===== config.mk =====
export PLATFORM = sky130hd
export DESIGN_NAME = sram_cluster_input_flat
export DESIGN_NICKNAME = d
export VERILOG_FILES = /design/src/rtl/sram_cluster_pkg.sv /design/src/rtl/sram_cluster_input_if.sv /design/src/rtl/sram_lane_decode.sv /design/src/rtl/sram_cluster_input.sv /design/src/flat_wrapper.sv
export SDC_FILE = /design/constraint.sdc
export NUM_CORES = 1
export LEC_CHECK = 0
export ABC_AREA = 0
export CORE_AREA = 5 5 69 133
export DETAILED_ROUTE_END_ITERATION = 12
export DIE_AREA = 0 0 74 138
export GPL_ROUTABILITY_DRIVEN = 0
export PLACE_DENSITY = 0.64
export SYNTH_ARGS = -nofsm -noshare
export SYNTH_HDL_FRONTEND = slang
export SYNTH_SLANG_ARGS = --single-unit

===== constraint.sdc =====
create_clock -name clk -period 3.4 [get_ports clk]
set_input_delay 0.34 -clock clk [delete_from_list [all_inputs] [get_ports clk]]
set_output_delay 0.34 -clock clk [all_outputs]
set_load 0.02 [all_outputs]

===== src/rtl/sram_cluster_pkg.sv =====
// sram_cluster_pkg: shared encodings for the SRAM cluster request sequencer.
// Holds the req_size codes, the sequencer FSM state type and the bank lane indices.
// No ports; imported by the interface consumers, the lane decoder and the top.
package sram_cluster_pkg;

  // req_size encodings; 2'b11 is treated as a word everywhere
  localparam logic [1:0] SZ_BYTE = 2'b00;
  localparam logic [1:0] SZ_HALF = 2'b01;
  localparam logic [1:0] SZ_WORD = 2'b10;

  // Bank lane indices into the 4-bit lane vectors (bit i = bank i)
  localparam int LANE_A = 0;
  localparam int LANE_B = 1;
  localparam int LANE_C = 2;
  localparam int LANE_D = 3;

  typedef enum logic [1:0] {
    ST_IDLE  = 2'd0,
    ST_ISSUE = 2'd1,
    ST_DONE  = 2'd2
  } state_e;

endpackage


===== src/rtl/sram_cluster_input_if.sv =====
// sram_cluster_input_if: fabric request/response bundle for sram_cluster_input.
// Ports: req_valid/req_ready handshake, req_we/req_size/req_addr/req_wdata payload,
//        rsp_valid completion pulse and, with SRAM_CLUSTER_INPUT_ALIGN_CHECK_EN, rsp_err.
interface sram_cluster_input_if #(
  parameter int ADDR_W = 8
);

  logic              req_valid;
  logic              req_ready;
  logic              req_we;
  logic [1:0]        req_size;
  logic [ADDR_W+1:0] req_addr;
  logic [31:0]       req_wdata;
  logic              rsp_valid;
`ifdef SRAM_CLUSTER_INPUT_ALIGN_CHECK_EN
  logic              rsp_err;

  // Fabric side
  modport master (
    output req_valid, req_we, req_size, req_addr, req_wdata,
    input  req_ready, rsp_valid, rsp_err
  );

  // Sequencer side
  modport slave (
    input  req_valid, req_we, req_size, req_addr, req_wdata,
    output req_ready, rsp_valid, rsp_err
  );
`else
  modport master (
    output req_valid, req_we, req_size, req_addr, req_wdata,
    input  req_ready, rsp_valid
  );

  modport slave (
    input  req_valid, req_we, req_size, req_addr, req_wdata,
    output req_ready, rsp_valid
  );
`endif

endinterface


===== src/rtl/sram_lane_decode.sv =====
// sram_lane_decode: purely combinational size + byte-offset to bank lane enables.
// Ports: size_i (req_size code), lo_i (addr[1:0]) -> lane_en_o (bit i = bank i),
//        misalign_o (half on odd byte, word not on a 4-byte boundary).
module sram_lane_decode
  import sram_cluster_pkg::*;
(
  input  logic [1:0] size_i,
  input  logic [1:0] lo_i,
  output logic [3:0] lane_en_o,
  output logic       misalign_o
);

  always_comb begin
    lane_en_o  = 4'b1111;
    misalign_o = 1'b0;
    case (size_i)
      SZ_BYTE: begin
        lane_en_o = 4'b0001 << lo_i;
      end
      SZ_HALF: begin
        // Only bit 1 picks the pair; bit 0 is the misalignment indicator
        lane_en_o  = lo_i[1] ? 4'b1100 : 4'b0011;
        misalign_o = lo_i[0];
      end
      default: begin
        // SZ_WORD and the reserved 2'b11 code both cover all four banks
        lane_en_o  = 4'b1111;
        misalign_o = |lo_i;
      end
    endcase
  end

endmodule


===== src/rtl/sram_cluster_input.sv =====
// sram_cluster_input: fabric-to-SRAM request sequencer for a four-bank (A..D, 8-bit) cluster.
// Ports: clk, rst_n (async active-low); bus (slave modport: request handshake, rsp_valid,
//        rsp_err); csb_n_A..D, web_n, sram_addr, din_A..D to the banks; sel_out_A..D to the read mux.
// Optional SRAM_CLUSTER_INPUT_ALIGN_CHECK_EN: misaligned requests skip the banks and return rsp_err.
module sram_cluster_input
  import sram_cluster_pkg::*;
#(
  parameter int ADDR_W = 8
) (
  input  logic              clk,
  input  logic              rst_n,
  sram_cluster_input_if.slave bus,
  output logic              csb_n_A,
  output logic              csb_n_B,
  output logic              csb_n_C,
  output logic              csb_n_D,
  output logic              web_n,
  output logic [ADDR_W-1:0] sram_addr,
  output logic [7:0]        din_A,
  output logic [7:0]        din_B,
  output logic [7:0]        din_C,
  output logic [7:0]        din_D,
  output logic              sel_out_A,
  output logic              sel_out_B,
  output logic              sel_out_C,
  output logic              sel_out_D
);

  state_e            state_q, state_d;
  logic              we_q, we_d;
  logic [1:0]        size_q, size_d;
  logic [1:0]        lo_q, lo_d;
  logic [3:0]        csb_q, csb_d;
  logic              web_q, web_d;
  logic [ADDR_W-1:0] addr_q, addr_d;
  logic [3:0][7:0]   din_q, din_d;
  logic [3:0]        sel_q, sel_d;
  logic              rsp_valid_q, rsp_valid_d;
`ifdef SRAM_CLUSTER_INPUT_ALIGN_CHECK_EN
  logic              rsp_err_q, rsp_err_d;
`endif

  // One decoder serves both phases: in IDLE it looks at the live request to
  // build the bank controls registered at accept; afterwards it looks at the
  // latched copy to build the read-mux flags registered on entry to DONE.
  logic       in_idle;
  logic [1:0] dec_size;
  logic [1:0] dec_lo;
  logic [3:0] lane_en;
  logic [3:0] eff_en;

  assign in_idle  = (state_q == ST_IDLE);
  assign dec_size = in_idle ? bus.req_size     : size_q;
  assign dec_lo   = in_idle ? bus.req_addr[1:0] : lo_q;

`ifdef SRAM_CLUSTER_INPUT_ALIGN_CHECK_EN
  logic misalign;

  sram_lane_decode u_lane_decode (
    .size_i     (dec_size),
    .lo_i       (dec_lo),
    .lane_en_o  (lane_en),
    .misalign_o (misalign)
  );

  // A misaligned access walks the FSM but never touches a bank
  assign eff_en = misalign ? 4'b0000 : lane_en;
`else
  sram_lane_decode u_lane_decode (
    .size_i     (dec_size),
    .lo_i       (dec_lo),
    .lane_en_o  (lane_en),
    .misalign_o ()
  );

  assign eff_en = lane_en;
`endif

  // Write data steered per lane before masking. Index 0 is bank A, which
  // always carries the most significant byte of the access.
  logic [3:0][7:0] lane_dat;

  always_comb begin
    lane_dat = '0;
    case (bus.req_size)
      SZ_BYTE: lane_dat = {4{bus.req_wdata[7:0]}};
      SZ_HALF: lane_dat = {2{bus.req_wdata[7:0], bus.req_wdata[15:8]}};
      default: lane_dat = {bus.req_wdata[7:0],   bus.req_wdata[15:8],
                           bus.req_wdata[23:16], bus.req_wdata[31:24]};
    endcase
  end

  always_comb begin
    state_d     = state_q;
    we_d        = we_q;
    size_d      = size_q;
    lo_d        = lo_q;
    csb_d       = 4'b1111;
    web_d       = 1'b1;
    addr_d      = '0;
    din_d       = '0;
    sel_d       = 4'b0000;
    rsp_valid_d = 1'b0;
`ifdef SRAM_CLUSTER_INPUT_ALIGN_CHECK_EN
    rsp_err_d   = 1'b0;
`endif
    case (state_q)
      ST_IDLE: begin
        if (bus.req_valid) begin
          state_d = ST_ISSUE;
          we_d    = bus.req_we;
          size_d  = bus.req_size;
          lo_d    = bus.req_addr[1:0];
          // Bank controls are registered here so they are valid throughout ISSUE
          csb_d   = ~eff_en;
          web_d   = ~bus.req_we;
          addr_d  = bus.req_addr[ADDR_W+1:2];
          for (int i = 0; i < 4; i++) begin
            din_d[i] = eff_en[i] ? lane_dat[i] : 8'h00;
          end
        end
      end
      ST_ISSUE: begin
        state_d     = ST_DONE;
        rsp_valid_d = 1'b1;
        sel_d       = we_q ? 4'b0000 : eff_en;
`ifdef SRAM_CLUSTER_INPUT_ALIGN_CHECK_EN
        rsp_err_d   = misalign;
`endif
      end
      ST_DONE: begin
        state_d = ST_IDLE;
      end
      default: begin
        state_d = ST_IDLE;
      end
    endcase
  end

  always_ff @(posedge clk or negedge rst_n) begin
    if (!rst_n) begin
      state_q     <= ST_IDLE;
      we_q        <= 1'b0;
      size_q      <= SZ_BYTE;
      lo_q        <= 2'b00;
      csb_q       <= 4'b1111;
      web_q       <= 1'b1;
      addr_q      <= '0;
      din_q       <= '0;
      sel_q       <= 4'b0000;
      rsp_valid_q <= 1'b0;
`ifdef SRAM_CLUSTER_INPUT_ALIGN_CHECK_EN
      rsp_err_q   <= 1'b0;
`endif
    end else begin
      state_q     <= state_d;
      we_q        <= we_d;
      size_q      <= size_d;
      lo_q        <= lo_d;
      csb_q       <= csb_d;
      web_q       <= web_d;
      addr_q      <= addr_d;
      din_q       <= din_d;
      sel_q       <= sel_d;
      rsp_valid_q <= rsp_valid_d;
`ifdef SRAM_CLUSTER_INPUT_ALIGN_CHECK_EN
      rsp_err_q   <= rsp_err_d;
`endif
    end
  end

  // req_ready is a straight decode of the state register
  assign bus.req_ready = in_idle;
  assign bus.rsp_valid = rsp_valid_q;
`ifdef SRAM_CLUSTER_INPUT_ALIGN_CHECK_EN
  assign bus.rsp_err   = rsp_err_q;
`endif

  assign csb_n_A   = csb_q[LANE_A];
  assign csb_n_B   = csb_q[LANE_B];
  assign csb_n_C   = csb_q[LANE_C];
  assign csb_n_D   = csb_q[LANE_D];
  assign web_n     = web_q;
  assign sram_addr = addr_q;
  assign din_A     = din_q[LANE_A];
  assign din_B     = din_q[LANE_B];
  assign din_C     = din_q[LANE_C];
  assign din_D     = din_q[LANE_D];
  assign sel_out_A = sel_q[LANE_A];
  assign sel_out_B = sel_q[LANE_B];
  assign sel_out_C = sel_q[LANE_C];
  assign sel_out_D = sel_q[LANE_D];

endmodule


===== src/flat_wrapper.sv =====
// flat-port wrapper written by rule: the top's interface ports become plain ports
module sram_cluster_input_flat import sram_cluster_pkg::*;
#(
  parameter int ADDR_W = 8
)
  (clk, rst_n, csb_n_A, csb_n_B, csb_n_C, csb_n_D, web_n, sram_addr, din_A, din_B, din_C, din_D, sel_out_A, sel_out_B, sel_out_C, sel_out_D, bus_req_valid, bus_req_we, bus_req_size, bus_req_addr, bus_req_wdata, bus_req_ready, bus_rsp_valid);
  sram_cluster_input_if #(.ADDR_W(ADDR_W)) bus_i ();
  input  logic clk;
  input  logic rst_n;
  output logic csb_n_A;
  output logic csb_n_B;
  output logic csb_n_C;
  output logic csb_n_D;
  output logic web_n;
  output logic [ADDR_W-1:0] sram_addr;
  output logic [7:0] din_A;
  output logic [7:0] din_B;
  output logic [7:0] din_C;
  output logic [7:0] din_D;
  output logic sel_out_A;
  output logic sel_out_B;
  output logic sel_out_C;
  output logic sel_out_D;
  input wire logic [$bits(bus_i.req_valid)-1:0] bus_req_valid;
  input wire logic [$bits(bus_i.req_we)-1:0] bus_req_we;
  input wire logic [$bits(bus_i.req_size)-1:0] bus_req_size;
  input wire logic [$bits(bus_i.req_addr)-1:0] bus_req_addr;
  input wire logic [$bits(bus_i.req_wdata)-1:0] bus_req_wdata;
  output wire logic [$bits(bus_i.req_ready)-1:0] bus_req_ready;
  output wire logic [$bits(bus_i.rsp_valid)-1:0] bus_rsp_valid;
  assign bus_i.req_valid = bus_req_valid;
  assign bus_i.req_we = bus_req_we;
  assign bus_i.req_size = bus_req_size;
  assign bus_i.req_addr = bus_req_addr;
  assign bus_i.req_wdata = bus_req_wdata;
  assign bus_req_ready = bus_i.req_ready;
  assign bus_rsp_valid = bus_i.rsp_valid;
  sram_cluster_input #(.ADDR_W(ADDR_W)) u_core (.clk(clk), .rst_n(rst_n), .bus(bus_i), .csb_n_A(csb_n_A), .csb_n_B(csb_n_B), .csb_n_C(csb_n_C), .csb_n_D(csb_n_D), .web_n(web_n), .sram_addr(sram_addr), .din_A(din_A), .din_B(din_B), .din_C(din_C), .din_D(din_D), .sel_out_A(sel_out_A), .sel_out_B(sel_out_B), .sel_out_C(sel_out_C), .sel_out_D(sel_out_D));
endmodule

==> results_dict.tcl <==
set metrics [dict create \
    track_usage_pct 14.6 \
    crit_type "flop to flop" \
    muxShareOfSynthArea_pct 7.51 \
    drt_iter0_drc 77 \
    grt_max_degree 37 \
    clkTransAtPathRegs_ns 0.05 \
    synth_top_family_by_area "simple AND/OR/NAND/NOR gates" \
    synthXorXnorAreaFrac_pct 0 \
    syn-num-nets 257 \
    layout_common_cells "clkdlybuf4s50_1 (97), dfrtp_1 (52), nand2_1 (41)" \
    dpl.cell_count 396 \
    instances_no_fill 412 \
    drc_errors 0 \
    vias 1897 \
    wl_per_cell_um 17.4 \
    final_common_cell "clkdlybuf4s50_1" \
    fillers 746 \
    synth-simple-area-share_pct 19.2 \
    clock-root-buffer "clkbuf_16" \
    place_ws_ns 0.864 \
    peakVddDrop_v 0.000322 \
    required_ns 3.63 \
    multi_input_area_sq_um 846 \
    layout-drive-gt1-share_pct 11.4 \
    cts_tree "built" \
    core_area_sq_um 8000 \
    synth.area.top_cells "dfrtp_1 (56%), mux2i_1 (6.9%), nand2_1 (6.6%)" \
    io_buffer_count 98 \
    die_y_um 138 \
    max_freq_mhz 399 \
    grt_pass1_wl_um 10800 \
    overflow 0 \
    synth_compound_area_share_pct 9.55 \
    yosysTopAreaCellShare_pct 55.8 \
    synthAdderAreaFrac_pct 0 \
    maxCapViolCount 0 \
    n_antenna_cell 0 \
    cts_setup_buffers 0 \
    yosysWarningCount 0 \
    p_per_area_nw_per_um2 587 \
    finClkSkew_ns 0.00373 \
    io_pins 99 \
    crit_path_end_kind "flop" \
    fin_util_pct 46.2 \
    setup.worst_path.start_class "flop" \
    synth_cell_types 30 \
    cts_buffers 9 \
    p_leak_nw 1.68 \
    rsz0062_at_grt "no" \
    fin_crit_ns 2.51 \
    seq_area_sq_um 1430 \
    final-setup-viol-count 0 \
    ys_ff_latch 57 \
    setup_ws_ns 0.892 \
    dieArea_sq_um 10200 \
    arrival_ns 2.74 \
    async_reset_ff_share_pct 100 \
    fin_tns_setup_ns 0 \
    cts_resized 0 \
    cts.sinks 57 \
    fin_nets 359 \
    finalCritPeriodShare_pct 73.8 \
    synth_edf_count 0 \
    ys.flop_type "dfrtp_1" \
    first_pass_iters 4 \
    initial_core_util_pct 29.1 \
    p_total_mw 2.17 \
    postSynthAreaPerCell_sq_um 11.2 \
    final_antenna_net_count 0 \
    finalHoldViolCount 0 \
    tightest_slew_ns 0.808 \
    slew_viol_final 0 \
    mappedNetlistArea_sq_um 2330 \
    whs_ns 0.101 \
    routed_wl_um 7150 \
    fin_area_sq_um 3690 \
    yosysTopAreaCell "dfrtp_1" \
    slew_headroom_pct 46.1 \
    h-tree-depth 3 \
    synthCells 209 \
    ys_seq_area_share_pct 61.5 \
    status "completed" \
    fp.dieW_um 74 \
    antenna_found_initial 0 \
    holdBufCountCts 0 \
    path_max_fanout 26 \
    rows 46 \
    hold_path_class "input port to async pin" \
    placed_cell_area_sq_um 3400 \
    area_growth_pct 58.5 \
    place_hpwl_um 5550 \
    clk_latency_ns 0.32 \
    drt-vias-per-instance 4.60 \
    grt_pass1_vias 2066 \
    clockBufferDepth 2 \
]
state kept, by name, indices dropped and copies added (netlist names), 4 cells and up:
| register | flops |
|---|---|
| u_core.din_A | 8 |
| u_core.din_B | 8 |
| u_core.sel_q | 4 |
| u_core.din_D | 8 |
| u_core.csb_q | 4 |
| u_core.sram_addr | 8 |
| u_core.din_C | 8 |
final cells by class:
cell class / instances / share of cell area, %
clock buffers: 10 / 6.20
clock inverters: 6 / 1.63
inverters: 2 / 0.203
multi-input cells: 140 / 22.9
flip-flops and latches: 57 / 38.8
well taps: 96 / 3.25
repair buffers: 101 / 27.0
final timing paths:
kind / startpoint / slack [ns] / end / cells past startpoint
max in group asynchronous: rst_n / 2.44 / u_core.web_n / 2
hold reg to reg: u_core.we_q / 0.47 / u_core.we_q / 2
setup reg to reg: u_core.state_q[0] / 0.89 / u_core.din_C[2] / 6
min in group clk: u_core.we_q / 0.47 / u_core.we_q / 2
setup / recovery: u_core.state_q[0] / 0.89 / u_core.din_C[2] / 6
hold / removal: rst_n / 0.10 / u_core.din_B[0] / 1
kinds of logic after synthesis:
logic type,after synthesis
flops,57
mux,17
buf+inv,12
simple gates,91
compound gates,32
report_power, final:
group          total, mW  internal, mW  leakage (nW)  switching [mW]
registers          0.799         0.760         0.750          0.0389
clock network      0.860         0.561         0.138           0.299
logic              0.509         0.233         0.796           0.276
critical path, cell delays in order (launching register included):
cell and delay [ns]:
dfrtp_1 0.44, or2_4 0.29, inv_2 0.18, nand2_1 0.33
inv_1 0.64, o21ai_2 0.29, a21oi_1 0.24
layer usage:
layer,wire (um),part of all wire (%),track usage [%],vias to the layer above
met4,245,3.4,7.93,0
met5,0,0,0,-
met2,4140,58,25.9,62
li1,-,-,-,912
met1,2440,34,15.0,905
met3,333,4.7,3.70,18
cells in the mapped netlist, types with 2 or more instances:
| master | count |
|---|---|
| nand2b_1 | 3 |
| nor2_1 | 13 |
| dfrtp_1 | 52 |
| o21ai_0 | 17 |
| a21oi_1 | 9 |
| nor2b_1 | 2 |
| buf_2 | 3 |
| mux2i_1 | 16 |
| dfstp_2 | 5 |
| and2b_1 | 2 |
| nand2_1 | 41 |
| and3_1 | 16 |
| nor3_1 | 8 |
| clkbuf_1 | 6 |
No activity file was read; power rests on OpenSTA's default activity.
